[src/rtl/uart_ctrl_pkg.sv]
// uart_ctrl_pkg: register map, STATUS/CTRL bit indices and FSM state types
// shared by the uart bus controller and its FIFOs.
package uart_ctrl_pkg;

  localparam logic [1:0] REG_DATA   = 2'd0;
  localparam logic [1:0] REG_STATUS = 2'd1;
  localparam logic [1:0] REG_CTRL   = 2'd2;

  localparam int ST_RX_EMPTY = 0;
  localparam int ST_RX_FULL  = 1;
  localparam int ST_TX_EMPTY = 2;
  localparam int ST_TX_FULL  = 3;
  localparam int ST_RX_OVF   = 4;
  localparam int ST_TX_OVF   = 5;

  localparam int CTRL_RX_IE = 0;
  localparam int CTRL_TX_IE = 1;

  typedef enum logic [1:0] {T_IDLE, T_WRITE, T_WAIT} tx_state_t;
  typedef enum logic       {R_IDLE, R_ACK}           rx_state_t;

endpackage

[src/rtl/uart_ctrl_fifo.sv]
// uart_ctrl_fifo: synchronous FIFO with show-ahead read data (dout is the
// head entry whenever not empty). A push into a full FIFO is accepted only
// when a pop happens in the same cycle; otherwise it is dropped.
module uart_ctrl_fifo #(
  parameter int WIDTH = 8,
  parameter int DEPTH = 8
) (
  input  logic             clk,
  input  logic             rst_n,
  input  logic             push,
  input  logic [WIDTH-1:0] din,
  input  logic             pop,
  output logic [WIDTH-1:0] dout,
  output logic             full,
  output logic             empty
);
  localparam int AW = $clog2(DEPTH);
  localparam logic [AW:0] FULL_CNT = (AW+1)'(DEPTH);

  logic [WIDTH-1:0] mem [DEPTH];
  logic [AW-1:0]    wr_ptr, rd_ptr;
  logic [AW:0]      cnt;
  logic             do_push, do_pop;

  assign empty   = (cnt == '0);
  assign full    = (cnt == FULL_CNT);
  assign do_pop  = pop & ~empty;
  assign do_push = push & (~full | do_pop);
  assign dout    = mem[rd_ptr];

  // storage array, no reset needed: entries are only read once written
  always_ff @(posedge clk) begin
    if (do_push) mem[wr_ptr] <= din;
  end

  // pointers wrap naturally because DEPTH is a power of two
  always_ff @(posedge clk or negedge rst_n) begin
    if (!rst_n) begin
      wr_ptr <= '0;
      rd_ptr <= '0;
      cnt    <= '0;
    end else begin
      if (do_push) wr_ptr <= wr_ptr + 1'b1;
      if (do_pop)  rd_ptr <= rd_ptr + 1'b1;
      case ({do_push, do_pop})
        2'b10:   cnt <= cnt + 1'b1;
        2'b01:   cnt <= cnt - 1'b1;
        default: cnt <= cnt;
      endcase
    end
  end

endmodule

[src/rtl/uart_ctrl.sv]
// uart_ctrl: CPU byte-bus controller for one uart. TX/RX FIFOs, level
// handshake sequencing (write/tx_ready, read/rx_new), sticky overflow flags.
// Optional feature macro: UART_CTRL_IRQ_EN enables the CTRL register and irq;
// without it CTRL reads 0, ignores writes and irq is tied low.
module uart_ctrl
  import uart_ctrl_pkg::*;
#(
  parameter int TX_DEPTH = 8,
  parameter int RX_DEPTH = 8
) (
  input  logic       clk,
  input  logic       rst_n,
  input  logic [1:0] bus_addr,
  input  logic [7:0] bus_wdata,
  input  logic       bus_we,
  input  logic       bus_re,
  output logic [7:0] bus_rdata,
  output logic [7:0] u_tx_data,
  output logic       u_write,
  input  logic       u_tx_ready,
  input  logic [7:0] u_rx_data,
  input  logic       u_rx_new,
  output logic       u_read,
  output logic       irq
);
  tx_state_t  tx_st;
  rx_state_t  rx_st;
  logic [7:0] tx_dout, rx_dout, status;
  logic       tx_full, tx_empty, rx_full, rx_empty;
  logic       tx_push, tx_pop, rx_push, rx_pop;
  logic       tx_ovf, rx_ovf, tx_ovf_set, rx_ovf_set, st_wr;

  assign tx_push = bus_we && (bus_addr == REG_DATA);
  assign tx_pop  = (tx_st == T_IDLE) && !tx_empty && u_tx_ready;
  assign rx_push = (rx_st == R_IDLE) && u_rx_new;
  assign rx_pop  = bus_re && (bus_addr == REG_DATA) && !rx_empty;
  // a same-cycle pop makes room, so only an unrelieved full push overflows
  assign tx_ovf_set = tx_push && tx_full && !tx_pop;
  assign rx_ovf_set = rx_push && rx_full && !rx_pop;
  assign st_wr      = bus_we && (bus_addr == REG_STATUS);
  assign status     = {2'b00, tx_ovf, rx_ovf, tx_full, tx_empty, rx_full, rx_empty};

  uart_ctrl_fifo #(.WIDTH(8), .DEPTH(TX_DEPTH)) u_tx_fifo (
    .clk(clk), .rst_n(rst_n), .push(tx_push), .din(bus_wdata),
    .pop(tx_pop), .dout(tx_dout), .full(tx_full), .empty(tx_empty));

  uart_ctrl_fifo #(.WIDTH(8), .DEPTH(RX_DEPTH)) u_rx_fifo (
    .clk(clk), .rst_n(rst_n), .push(rx_push), .din(u_rx_data),
    .pop(rx_pop), .dout(rx_dout), .full(rx_full), .empty(rx_empty));

  // TX handshake: load byte and raise write, drop it once uart goes busy
  always_ff @(posedge clk or negedge rst_n) begin
    if (!rst_n) begin
      tx_st     <= T_IDLE;
      u_write   <= 1'b0;
      u_tx_data <= 8'h00;
    end else begin
      case (tx_st)
        T_IDLE:  if (tx_pop) begin
                   u_tx_data <= tx_dout;
                   u_write   <= 1'b1;
                   tx_st     <= T_WRITE;
                 end
        T_WRITE: if (!u_tx_ready) begin
                   u_write <= 1'b0;
                   tx_st   <= T_WAIT;
                 end
        T_WAIT:  if (u_tx_ready) tx_st <= T_IDLE;
        default: tx_st <= T_IDLE;
      endcase
    end
  end

  // RX handshake: capture on rx_new, ack with read until rx_new drops
  always_ff @(posedge clk or negedge rst_n) begin
    if (!rst_n) begin
      rx_st  <= R_IDLE;
      u_read <= 1'b0;
    end else begin
      case (rx_st)
        R_IDLE:  if (u_rx_new) begin
                   u_read <= 1'b1;
                   rx_st  <= R_ACK;
                 end
        R_ACK:   if (!u_rx_new) begin
                   u_read <= 1'b0;
                   rx_st  <= R_IDLE;
                 end
        default: rx_st <= R_IDLE;
      endcase
    end
  end

  // sticky overflow flags, W1C via STATUS; a same-cycle set wins
  always_ff @(posedge clk or negedge rst_n) begin
    if (!rst_n) begin
      tx_ovf <= 1'b0;
      rx_ovf <= 1'b0;
    end else begin
      if (tx_ovf_set)                     tx_ovf <= 1'b1;
      else if (st_wr && bus_wdata[ST_TX_OVF]) tx_ovf <= 1'b0;
      if (rx_ovf_set)                     rx_ovf <= 1'b1;
      else if (st_wr && bus_wdata[ST_RX_OVF]) rx_ovf <= 1'b0;
    end
  end

`ifdef UART_CTRL_IRQ_EN
  logic [1:0] ctrl;

  // CTRL register: interrupt enables
  always_ff @(posedge clk or negedge rst_n) begin
    if (!rst_n)                                  ctrl <= 2'b00;
    else if (bus_we && (bus_addr == REG_CTRL))   ctrl <= bus_wdata[1:0];
  end

  // registered interrupt level
  always_ff @(posedge clk or negedge rst_n) begin
    if (!rst_n) irq <= 1'b0;
    else        irq <= (ctrl[CTRL_RX_IE] & ~rx_empty) | (ctrl[CTRL_TX_IE] & tx_empty)
                       | tx_ovf | rx_ovf;
  end

  wire [7:0] ctrl_rd = {6'b0, ctrl};
`else
  assign irq = 1'b0;
  wire [7:0] ctrl_rd = 8'h00;
`endif

  // registered bus read mux; empty DATA reads return 0 without popping
  always_ff @(posedge clk or negedge rst_n) begin
    if (!rst_n) bus_rdata <= 8'h00;
    else if (bus_re) begin
      case (bus_addr)
        REG_DATA:   bus_rdata <= rx_empty ? 8'h00 : rx_dout;
        REG_STATUS: bus_rdata <= status;
        REG_CTRL:   bus_rdata <= ctrl_rd;
        default:    bus_rdata <= 8'h00;
      endcase
    end
  end

endmodule

[config.mk]
export PLATFORM = sky130hd
export DESIGN_NAME = uart_ctrl
export DESIGN_NICKNAME = d
export VERILOG_FILES = /design/src/rtl/uart_ctrl_pkg.sv /design/src/rtl/uart_ctrl_fifo.sv /design/src/rtl/uart_ctrl.sv
export SDC_FILE = /design/constraint.sdc
export NUM_CORES = 1
export LEC_CHECK = 0
export CAP_MARGIN = 15
export CORE_ASPECT_RATIO = 0.75
export CORE_MARGIN = 2
export CORE_UTILIZATION = 29
export CTS_BUF_LIST = sky130_fd_sc_hd__clkbuf_8
export CTS_CLUSTER_SIZE = 28
export DETAILED_ROUTE_END_ITERATION = 8
export MAX_ROUTING_LAYER = met4
export PLACE_DENSITY = 0.42
export SYNTH_ARGS = -nofsm -noshare
export SYNTH_HDL_FRONTEND = slang
export SYNTH_SLANG_ARGS = --single-unit
[constraint.sdc]
create_clock -name clk -period 4.51 [get_ports clk]
set_input_delay 0.6765 -clock clk [delete_from_list [all_inputs] [get_ports clk]]
set_output_delay 0.6765 -clock clk [all_outputs]
set_load 0.05 [all_outputs]
-- Word level (Yosys, flattened, before mapping)
Memory sizes are Yosys's and may differ from the RTL's. A register that Yosys moved wholly into a read port is not among the register bits.
Cells that the tools add are included.
- add/sub/neg operators: 8
- multipliers: 0
- divide/modulo/power cells: 0
- magnitude comparators: 0
- equality and inequality tests: 14
- shifts and indexed selects: 0
- multiplexer cells: 23
- bitwise logic cells: 11
- reductions and logical operators: 31
- operator list (cell ; number):
    $pmux 4 s2 ; 2
    $pmux 8 s2 ; 1
    $logic_and 1x1->1 ; 13
    $mux 1 ; 13
    $add 3x1->3 const B ; 4
    $ne 2x2->1 const B ; 5
    $reduce_bool 2->1 ; 5
    $add 4x1->4 const B ; 2
    $eq 2x1->1 const B ; 4
    $eq 4x4->1 const B ; 2
    $logic_not 4->1 ; 2
    $mux 8 ; 1
    $sub 4x1->4 const B ; 2
    $eq 2x2->1 const B ; 3
    $mux 2 ; 3
    $pmux 2 s3 ; 1
    $reduce_and 3->1 ; 2
    $logic_not 1->1 ; 5
    $not 1->1 ; 5
    $and 1x1->1 ; 4
    $logic_not 2->1 ; 2
    $pmux 1 s2 ; 2
    $reduce_and 2->1 ; 2
    $or 1x1->1 ; 2
- bits in registers: 35
- latch bits: 0
- bits in writable memories: 128
- bits in read-only memories: 0
- output and inout bits: 19
- logic and storage cells: 102
- memories: 2
- memories (name ; words ; width ; read ports ; clocked after Yosys merged registers in ; write ports ; line ; RTL):
    u_rx_fifo.mem ; 8 ; 8 ; 1 ; 0 ; 1 ; uart_ctrl_fifo.sv:20 ; logic [WIDTH-1:0] mem [DEPTH];
    u_tx_fifo.mem ; 8 ; 8 ; 1 ; 1 ; 1 ; uart_ctrl_fifo.sv:20 ;

-- Depth between registers and ports, before layout
Gate-level depths: netlist of run 1.
- word-level depth: 9
- mapped depth: 11
- gate-level depth less buffers: 10

-- Cells and area by module
Synthesis of run 1 repeated with hierarchy kept, for this count alone.
- cell total of the unflattened synthesis: 414
- area total of the unflattened synthesis: 7293.2 sq um
- by module, submodules not included (module ; times used ; cells an instance ; area an instance (sq um) ; sequential area each (sq um)):
    uart_ctrl_fifo at u_rx_fifo ; 1 ; 162 ; 3150.5 ; 2172.1
    uart_ctrl_fifo at u_tx_fifo ; 1 ; 177 ; 3135.5 ; 2172.1
    uart_ctrl ; 1 ; 75 ; 1007.2 ; 575.6

-- Worst setup path before layout of run 1
No wires, ideal clock.
- path kind: register to register
- from: register u_rx_fifo.cnt[0]
- to: register u_rx_fifo.cnt[3]
- library setup time: 80 ps
- arrival: 2392 ps
- data required time: 4430 ps
- slack: 2038 ps
- stages on the path, launching flop included: 10
- path buffers: 0
- period minus slack after synthesis: 2472 ps
- cell sequence: dfrtp_1 or4b_1 o21a_1 inv_2 ha_1 ha_1 a21o_1 a21oi_1 mux2i_1 xnor2_1
- longest elaborated chain between the ends: 8
- elaborated cells between the ends (all ways): 15
- classes of those cells: add/sub (2); eq/ne (3); mux (1); bitwise (5); reduce/logical (4)
- ends and longest elaborated chain (what ; line ; RTL):
    from (decl) ; uart_ctrl_fifo.sv:22 ; logic [AW:0] cnt;
    from (signal assigned) ; uart_ctrl_fifo.sv:46 ; 2'b10: cnt <= cnt + 1'b1;
    from (signal assigned) ; uart_ctrl_fifo.sv:47 ; 2'b01: cnt <= cnt - 1'b1;
    from (signal assigned) ; uart_ctrl_fifo.sv:48 ; default: cnt <= cnt;
    $logic_not 4->1 ; uart_ctrl_fifo.sv:25 ; assign empty = (cnt == '0);
    $logic_not 1->1 ; uart_ctrl.sv:36 ; assign rx_pop = bus_re && (bus_addr == REG_DATA) && !rx_empty;
    $logic_and 1x1->1 ; uart_ctrl.sv:36 ;
    $and 1x1->1 ; uart_ctrl_fifo.sv:27 ; assign do_pop = pop & ~empty;
    $or 1x1->1 ; uart_ctrl_fifo.sv:28 ; assign do_push = push & (~full | do_pop);
    $and 1x1->1 ; uart_ctrl_fifo.sv:28 ;
    $eq 2x1->1 / $eq 2x2->1 (equally long branches) ; uart_ctrl_fifo.sv:45 ; case ({do_push, do_pop})
    $pmux 4 s2 / $reduce_bool 2->1 (equally long branches) ; n/a ;
Parallel ways exist; a longest one is shown, timed or not.
A chain may end at the register's enable or synchronous reset.

-- Final worst setup path of run 1
- from: register u_rx_fifo.cnt[0]
- to: register u_rx_fifo.cnt[3]
- longest elaborated chain between the ends: 8
- elaborated cells between the ends (all ways): 15
- classes of those cells: add/sub (2); eq/ne (3); mux (1); bitwise (5); reduce/logical (4)
- ends and longest elaborated chain (what ; line ; RTL):
    $logic_not 4->1 (*) ; uart_ctrl_fifo.sv:25 ;
    $logic_not 1->1 ; uart_ctrl.sv:36 ;
    $logic_and 1x1->1 ; uart_ctrl.sv:36 ;
    $and 1x1->1 (*) ; uart_ctrl_fifo.sv:27 ;
    via u_rx_fifo.do_pop ; uart_ctrl_fifo.sv:23 ; logic do_push, do_pop;
    $or 1x1->1 ; uart_ctrl_fifo.sv:28 ;
    $and 1x1->1 ; uart_ctrl_fifo.sv:28 ;
    $eq 2x1->1 / $eq 2x2->1 (equally long branches) ; uart_ctrl_fifo.sv:45 ;
    $pmux 4 s2 / $reduce_bool 2->1 (equally long branches) ; n/a ;
The timed path passes the listed nets; every way through them passes the cells marked *.

==> results.yml, run 1 <==
outcome:
  status: "finished, final reports clean"
setup_path:
  endpoint_kind: "flop"
  critical_path.most_common_cell: "ha_1"
  r2r_start: "u_rx_fifo.cnt[0]"
  timing.rr.end: "u_rx_fifo.cnt[3]"
  cp_data_required_time_ns: 4.89
  cp.arrival_ns: 3.20
  r2r.worst_path.cells: 9
  critical_path.slowest_cell: "or4_1"
  path_class: "flop to flop"
  r2r_slack_ns: 1.69
  startpoint_type: "flop"
  path_cells: "or4_1 -> nand2_1 -> inv_1 -> ha_1 -> ha_1 -> a21o_1 -> a21oi_1 -> mux2i_1 -> xnor2_1"
  worst-path-max-fanout: 12
  max_stage_delay_ns: 0.58
placed_design:
  globalplace.congestion: 0.7538
  dp_cells: 743
  port_buffers: 41
  dp_slack_ns: 1.246
  dpl_cell_area_um2: 7757
  dpl.hpwl_mm: 9.183
clocking:
  holdBufCountCts: 0
  root_buffer: "clkbuf_8"
  htree_levels: 4
  clockBufferDepth: 2
  cts.reportedPaths.clkPinSlew_ns: 0.10
  cts_tree: "done"
  clock_latency_ns: 0.45
  cts.sinks: 171
  ctsResizeCount: 0
  cts_made_buffers: 17
  post_cts.repair.setup_buffers: 0
flow_run:
  drv_cap: 0
yosys:
  ys_async_sr_fraction: 0.2515
  yosysSeqAreaShare: 0.7085
  synth_edf_count: 128
  syn-num-nets: 435
  syn_avg_cell_area_um2: 17.40
  ys_seq_elements: 171
  synth.distinct_cells: 49
  yosys_warnings: 0
  synth_ff_type: "edfxtp_1"
  syn_inst: 399
  syn-cell-area_um2: 6944
sta:
  timing.final.crit_share: 0.6257
  setup-violations-final: 0
  max_slew_margin: 0.3354
  slew_violations: 0
  whs_ns: 0.3061
  fin_skew_ns: 0.01715
  timing.final.hold_violations: 0
  rsz0062_at_grt: "false"
  setup_tns_ns: 0
  setup_slack_ns: 1.688
  worstMarginPinSlew_ns: 0.9970
  fmax_mhz: 354.4
  period_needed_ns: 2.822
power:
  ir_worst_vdd_mv: 0.1647
  total_power_mw: 4.696
  intPower_mw: 3.089
  power_frac_clock: 0.240
  p_leak_nw: 2.856
  power_density_nw_per_um2: 574.5
  comb_power_share: 0.277
  p_sw_mw: 1.607
  swShare: 0.3422
  pwr-share-seq: 0.483
layout:
  area_growth_pct: 17.71
  final.fill_count: 2234
  nets: 492
  stdcell_area_um2: 8174
  utilization: 0.3445
  drive_above_1_share: 0.1902
  final_cells: 775
die:
  rows: 49
  die-area_um2: 25210
  coreArea_um2: 23730
  die_y_um: 138.0
  die_width_um: 182.7
  io_pins: 43
  start_util: 0.2927
drt:
  ant_nets: 0
  wl_per_cell_um: 18.26
  num_vias: 3542
  drt-total-wl_mm: 14.15
  vias_per_cell: 4.570
  drc: 0
  first_iter_violations: 256
  first_pass_iters: 4
global_routing:
  grt_pass1_wl_mm: 22.32
  grt_pass1_vias: 3713
  grt_use_total: 0.1236
  antenna_found_initial: 1
  grt_max_degree: 44
  grt_overflow: 0
worst_hold_path:
  hp-class: "primary input to async pin"
[synth_stat cells (3+ instances only)]
cell type | instances | share of area
a21oi_1 | 16 | 0.012
buf_2 | 6 | 0.0043
buf_4 | 3 | 0.0032
clkbuf_1 | 3 | 0.0016
dfrtp_1 | 43 | 0.15
edfxtp_1 | 128 | 0.55
ha_1 | 11 | 0.020
inv_1 | 10 | 0.0054
mux2i_1 | 18 | 0.026
mux4_2 | 32 | 0.10
nand2_1 | 23 | 0.012
nand2b_1 | 6 | 0.0054
nand3b_1 | 3 | 0.0032
nor2_1 | 26 | 0.014
nor3_1 | 8 | 0.0058
o21ai_0 | 7 | 0.0050
o221ai_1 | 3 | 0.0038
xnor2_1 | 9 | 0.011
xor2_1 | 6 | 0.0076
[layer usage]
layer  track usage  part of all wire  vias up
met2        0.1829              0.47       58
met1        0.1683              0.47     1826
met3       0.03319             0.052        5
met5             -                 0        -
li1              -                 -     1653
met4       0.03438            0.0066        0
[worst max-delay path by stage]
| stage | from | to | slack, ns | cells past startpoint |
|---|---|---|---|---|
| 6_report | u_rx_fifo.cnt[0] | u_rx_fifo.cnt[3] | 1.69 | 9 |
| 3_3_place_gp | bus_addr[0] | u_rx_fifo.cnt[3] | 1.25 | 10 |
| 2_1_floorplan | u_rx_fifo.cnt[0] | u_rx_fifo.cnt[3] | 2.04 | 9 |
| 3_5_place_dp | bus_addr[0] | u_rx_fifo.cnt[3] | 1.25 | 10 |
| 5_1_grt | u_rx_fifo.cnt[0] | u_rx_fifo.cnt[3] | 1.45 | 9 |
| 4_1_cts | u_rx_fifo.cnt[0] | u_rx_fifo.cnt[3] | 1.66 | 9 |
[power by group through the flow]
stage	registers, mW	logic (mW)	clock network (mW)
final	2.27	1.30	1.13
after global routing	2.32	1.42	1.24
after CTS	2.28	1.33	1.17
after detailed placement	2.32	1.32	0
after global placement	2.32	1.32	0
after floorplan	2.28	0.910	0
[sequential cells by signal, indices dropped and copies added (netlist names)]
signal            count
u_rx_fifo.mem        64
u_tx_fifo.mem        64
bus_rdata             8
u_tx_data             8
u_rx_fifo.cnt         4
u_tx_fifo.cnt         4
u_rx_fifo.rd_ptr      3
u_rx_fifo.wr_ptr      3
u_tx_fifo.rd_ptr      3
u_tx_fifo.wr_ptr      3
tx_st                 2
rx_ovf                1
rx_st                 1
tx_ovf                1
u_read                1
u_write               1
[cells by family after synthesis]
kind of cell	Yosys count	synth area share
DFF	171	0.7085
and+or+nand+nor	82	0.06000
muxes	53	0.1351
AOI/OAI and AO/OA	38	0.03568
buffers and inverters	27	0.01856
xor gates and xnor gates	15	0.01892
adders and majority gates	12	0.02270
other	1	0.0005400
[layout by cell type, fill, tap and decap left out, types with 2 or more instances in the layout]
cell type,synthesis,layout
a21oi_1,16,16
and4b_1,2,2
buf_4,3,13
bufinv_16,0,2
clkbuf_8,0,17
clkdlybuf4s50_1,0,40
clkinv_4,0,2
dfrtp_1,43,43
edfxtp_1,128,128
ha_1,11,11
inv_1,10,10
inv_6,0,3
inv_8,0,5
mux2_2,2,2
mux2i_1,18,18
mux4_2,32,32
nand2_1,23,23
nand2b_1,6,6
nand3b_1,3,3
nor2_1,26,26
nor3_1,8,5
nor3_2,0,3
nor3b_1,2,2
nor4_1,2,2
o21ai_0,7,7
o21ai_1,2,2
o221ai_1,3,3
o2bb2ai_1,2,2
or2_2,2,2
xnor2_1,9,9
xor2_1,6,6
[layout make-up]
type	count	area, um^2	share of cell area
antenna	1	2.502	0.0003061
clock buffer	17	234.0	0.02862
clock inverter	14	180.2	0.02204
inverter	11	41.29	0.005051
multi-input combinational	201	1911	0.2337
sequential	171	4920	0.6019
tap	306	382.9	0.04684
timing repair buffer	54	503.0	0.06153
[worst max-delay path: cells and delay by family (launching register included)]
| kind | cells | cell delay, ns |
|---|---|---|
| compound gates | 2 | 0.34 |
| buf+inv | 1 | 0.14 |
| simple gates | 2 | 0.91 |
| mux | 1 | 0.23 |
| fa+ha+maj | 2 | 0.57 |
| flops | 1 | 0.44 |
| xor+xnor | 1 | 0.13 |
(Power assumes the default switching activity.)
==> run 2, diff against run 1 <==
PLACE_DENSITY = 0.43   (was 0.42)
clock period = 2.5 ns   (was 4.51 ns; I/O delays follow)
==> run 2 against run 1 <==
Die area is the same. Sequential share of layout area shrank 2.2 points. Clock-buffer cell count is the same. Non-clock buffer count grew 37. Maximum frequency grew 18%. Clock skew grew 0.0027 ns. Critical path depth is the same. Routed wire length grew 3.0%. Register-to-register slack lost 1.6 ns. Final cell count grew 4.9%.
==> results.yml, run 2 (synthesis gave the netlist of run 1 again) <==
outcome:
  status: "finished, final reports clean"
drt:
  first_pass_iters: 4
  ant_nets: 0
  num_vias: 3719
  first_iter_violations: 229
  drt-total-wl_mm: 14.57
  vias_per_cell: 4.574
  wl_per_cell_um: 17.92
  drc: 0
die:
  die-area_um2: 25210
  coreArea_um2: 23730
  io_pins: 43
  rows: 49
  start_util: 0.2927
  die_y_um: 138.0
  die_width_um: 182.7
layout:
  reg_top3: "u_rx_fifo.mem: 64 flops, u_tx_fifo.mem: 64 flops"
  final_cells: 813
  mostFrequentLayoutCell: "edfxtp_1"
  final.fill_count: 2257
  nets: 529
  stdcell_area_um2: 8491
  final_cell_mix: "edfxtp_1, buf_4, dfrtp_1"
  drive_above_1_share: 0.2589
  area_growth_pct: 22.27
setup_path:
  worst-path-max-fanout: 4
  startpoint_type: "flop"
  timing.critical_path.buf_inv: 1
  cp.arrival_ns: 2.77
  critical_path.slowest_cell: "or4b_4"
  critPathTopFamily: "simple AND/OR/NAND/NOR gates"
  crit_end: "u_rx_fifo.cnt[3]"
  critPathLaunch: "u_rx_fifo.cnt[1]"
  timing.rr.end: "u_rx_fifo.cnt[3]"
  path_class: "flop to flop"
  path_cells: "or4b_4 -> o21a_1 -> inv_2 -> ha_2 -> ha_1 -> a21o_1 -> a21oi_2 -> mux2i_1 -> xnor2_1"
  r2r_slack_ns: 0.11
  max_stage_delay_ns: 0.54
  cp_num_cells: 9
  cp_data_required_time_ns: 2.88
  r2r.worst_path.cells: 9
  endpoint_kind: "flop"
  r2r_start: "u_rx_fifo.cnt[1]"
sta:
  fin_skew_ns: 0.01984
  fmax_mhz: 418.8
  setup-violations-final: 0
  slew_violations: 0
  period_needed_ns: 2.388
  max_slew_margin: 0.6030
  timing.final.crit_share: 0.9550
  worstMarginPinSlew_ns: 0.5956
  timing.final.hold_violations: 0
  rsz0062_at_grt: "true"
clocking:
  clock_latency_ns: 0.46
  cts.sinks: 171
  cts_tree: "done"
  cts_made_buffers: 17
  cts.reportedPaths.clkPinSlew_ns: 0.10
  htree_levels: 4
  clockBufferDepth: 2
  root_buffer: "clkbuf_8"
global_routing:
  grt_max_degree: 22
  grt_pass1_vias: 3867
  antenna_found_initial: 1
  grt_overflow: 0
  grt_pass1_wl_mm: 22.86
  grt_use_total: 0.1271
flow_run:
  drv_cap: 0
placed_design:
  dpl_cell_area_um2: 7995
  dp_cells: 776
  globalplace.congestion: 0.7308
  port_buffers: 41
  dpl.hpwl_mm: 9.782
power:
  power_density_nw_per_um2: 1027
  p_leak_nw: 3.047
  ir_worst_vdd_mv: 0.3021
worst_hold_path:
  hp-class: "primary input to flop"
## run 2: final cells by class
| cell class | instances | area, um^2 | share of cell area |
|---|---|---|---|
| antenna | 1 | 2.502 | 0.0002947 |
| multi-input combinational | 201 | 1928 | 0.2271 |
| clock inverter | 15 | 198.9 | 0.02343 |
| timing repair buffer | 91 | 783.3 | 0.09225 |
| sequential | 171 | 4920 | 0.5794 |
| clock buffer | 17 | 234.0 | 0.02756 |
| tap | 306 | 382.9 | 0.04509 |
| inverter | 11 | 41.29 | 0.004863 |
## run 2: what timing repair did
| action | CTS | global route |
|---|---|---|
| endpoints found under the setup margin | 0 | 3 |
| hold endpoints to repair | 19 | 0 |
| resized for setup | 0 | 7 |
| buffers inserted | 0 | 3 |
| hold buffers | 1 | 0 |
## run 2: per-stage QoR
step	setup TNS, ns	hold WS [ns]	utilization	power [mW]	setup WS (ns)
detailed placement	-0.2240	0.3944	0.3370	6.719	-0.1647
floorplan	0	0.07941	-	5.761	0.02785
CTS	0	0.3717	0.3556	8.804	0.004768
global placement	-0.1314	0.3966	0.3370	6.664	-0.09974
finish	0	0.4026	0.3579	8.722	0.1125
global route	-0.02717	0.3635	0.3579	9.247	-0.02717
## run 2: how the worst min path moves through the flow
stage | from | endpoint | slack, ns | cells past startpoint
5_1_grt | u_rx_new | rx_st | 0.36 | 1
2_1_floorplan | rst_n | bus_rdata[0] | 0.08 | 0
3_3_place_gp | rst_n | bus_rdata[7] | 0.40 | 1
6_report | u_rx_new | rx_st | 0.40 | 1
3_5_place_dp | rst_n | bus_rdata[7] | 0.39 | 1
4_1_cts | u_rx_new | rx_st | 0.37 | 1
## run 2: per-layer routing
layer	GRT usage	part of all wire	vias to the layer above
met5	-	0	-
met4	0.03735	0.010	0
met3	0.03477	0.041	11
met2	0.1913	0.47	56
met1	0.1691	0.48	1919
li1	-	-	1733
## run 2: power breakdown
part           internal (mW)  total (mW)  switching, mW  leakage (nW)
clock network          0.945        2.07           1.13         0.217
registers               3.46        3.81          0.347          1.67
logic                   1.33        2.85           1.51          1.16
## run 2: worst register-to-register path: stages (launching register included)
cell	delay [ns]
dfrtp_1	0.43
or4b_4	0.54
o21a_1	0.21
inv_2	0.07
ha_2	0.17
ha_1	0.22
a21o_1	0.18
a21oi_2	0.13
mux2i_1	0.22
xnor2_1	0.13
==> run 3, diff against run 2 <==
PLACE_DENSITY = default   (was 0.43)
PLACE_DENSITY_LB_ADDON = 0.25   (was default)
==> run 3 against run 2 <==
First-iteration DRC count decreased by 0.87%. Via count shrank 1.4%. Design area barely moved. Critical path depth unchanged. Worst setup slack gained 0.021 ns. Sequential cell count stayed put. Critical endpoint unchanged. Power down 0.97%. Global-route usage fell by 0.43 points.
==> results.yml, run 3 (synthesis gave the netlist of run 1 again) <==
drt:
  dr_wl_met3_um: 419
  vias_per_cell: 4.505
  dr_wl_met2_mm: 7.052
  routed.top_layer: "met4"
  first_iter_violations: 227
  ant_nets: 0
  num_vias: 3667
  wirelength_met1_mm: 6.501
  drc: 0
  drt-total-wl_mm: 14.15
  first_pass_iters: 4
  wl_per_cell_um: 17.38
setup_path:
  cp_data_required_time_ns: 2.89
  endpoint_kind: "flop"
  timing.rr.end: "u_rx_fifo.cnt[3]"
  r2r_start: "u_rx_fifo.cnt[1]"
  r2r.worst_path.cells: 9
  cp.arrival_ns: 2.75
  path_class: "flop to flop"
  startpoint_type: "flop"
  worst-path-max-fanout: 4
  r2r_slack_ns: 0.13
clocking:
  cts_made_buffers: 17
  root_buffer: "clkbuf_8"
  cts.reportedPaths.clkPinSlew_ns: 0.11
  clock_latency_ns: 0.46
  clockBufferDepth: 2
  htree_levels: 4
  cts.sinks: 171
  cts_tree: "done"
layout:
  final_cells: 814
  reg_top3: "u_rx_fifo.mem: 64 flops, u_tx_fifo.mem: 64 flops"
  final.fill_count: 2180
  final_cell_mix: "edfxtp_1, buf_4, dfrtp_1"
  drive_above_1_share: 0.2604
  utilization: 0.3580
  mostFrequentLayoutCell: "edfxtp_1"
  area_growth_pct: 22.32
  nets: 530
die:
  coreArea_um2: 23730
  die-area_um2: 25210
  die_y_um: 138.0
  rows: 49
  start_util: 0.2927
  die_width_um: 182.7
  io_pins: 43
global_routing:
  grt_use_total: 0.1229
  grt_max_degree: 42
  grt_overflow: 0
  grt_pass1_vias: 3874
  grt_pass1_wl_mm: 22.31
  antenna_found_initial: 1
placed_design:
  dpl.hpwl_mm: 9.401
  globalplace.congestion: 0.7696
  port_buffers: 41
  dp_cells: 778
sta:
  timing.final.crit_share: 0.9465
  setup-violations-final: 0
  fmax_mhz: 422.6
  timing.final.hold_violations: 0
  slew_violations: 0
  worstMarginPinSlew_ns: 0.8369
  fin_skew_ns: 0.01764
  period_needed_ns: 2.366
  rsz0062_at_grt: "false"
  max_slew_margin: 0.4420
  whs_ns: 0.2538
power:
  p_leak_nw: 3.048
  power_density_nw_per_um2: 1017
  ir_worst_vdd_mv: 0.3348
outcome:
  status: "finished, final reports clean"
flow_run:
  drv_cap: 0
worst_hold_path:
  hp-class: "primary input to async pin"
-- run 3: worst max-delay path: stages (launching register included) --
cell	delay (ns)
dfrtp_1	0.43
or4b_4	0.56
o21a_1	0.20
inv_2	0.08
ha_4	0.13
buf_4	0.11
ha_1	0.24
a21oi_2	0.17
mux2i_1	0.22
xnor2_1	0.14
-- run 3: through the flow --
step,cell area (um^2),TNS [ns],worst slack (ns),power (mW)
floorplan,6944,0,0.02785,5.761
global placement,8023,-0.1144,-0.1073,6.638
detailed placement,8023,-0.3789,-0.1855,6.720
CTS,8443,0,0.01195,8.718
global route,8494,0,0.001824,9.146
finish,8494,0,0.1339,8.638
-- run 3: worst max path at each step --
stage,startpoint,endpoint,slack [ns],cells past startpoint
3_3_place_gp,bus_re,u_rx_fifo.cnt[3],-0.11,10
6_report,u_rx_fifo.cnt[1],u_rx_fifo.cnt[3],0.13,9
2_1_floorplan,u_rx_fifo.cnt[0],u_rx_fifo.cnt[3],0.03,9
3_5_place_dp,bus_re,u_rx_fifo.cnt[3],-0.19,10
5_1_grt,u_tx_fifo.cnt[2],u_tx_fifo.cnt[3],0.002,8
4_1_cts,u_rx_fifo.cnt[1],u_rx_fifo.cnt[3],0.01,9
-- run 3: routing by layer --
metal  up-vias  GRT usage
li1       1727          -
met1      1880     0.1562
met2        45     0.1967
met3        15    0.02792
met4         0    0.03778
met5         -          -
-- run 3: area by class of cell --
cell class,instances,area (um^2),share of cell area
clock inverter,15,176.4,0.02077
sequential,171,4921,0.5793
antenna,1,2.502,0.0002946
inverter,11,41.29,0.004861
multi-input combinational,201,1933,0.2276
tap,306,382.9,0.04507
clock buffer,17,234.0,0.02754
timing repair buffer,92,803.3,0.09456
-- run 3: power by group --
group	internal (mW)	switching [mW]	leakage, nW	total [mW]
clock network	0.847	1.14	0.209	1.98
logic	1.35	1.37	1.17	2.72
registers	3.46	0.470	1.67	3.93
total	5.66	2.98	3.05	8.64
-- run 3: repair_timing --
action                                 CTS  global route
setup endpoints to repair                0             4
buffers inserted                         0             2
resized for setup                        0             8
hold buffers                             1             0
endpoints found under the hold margin   43             0
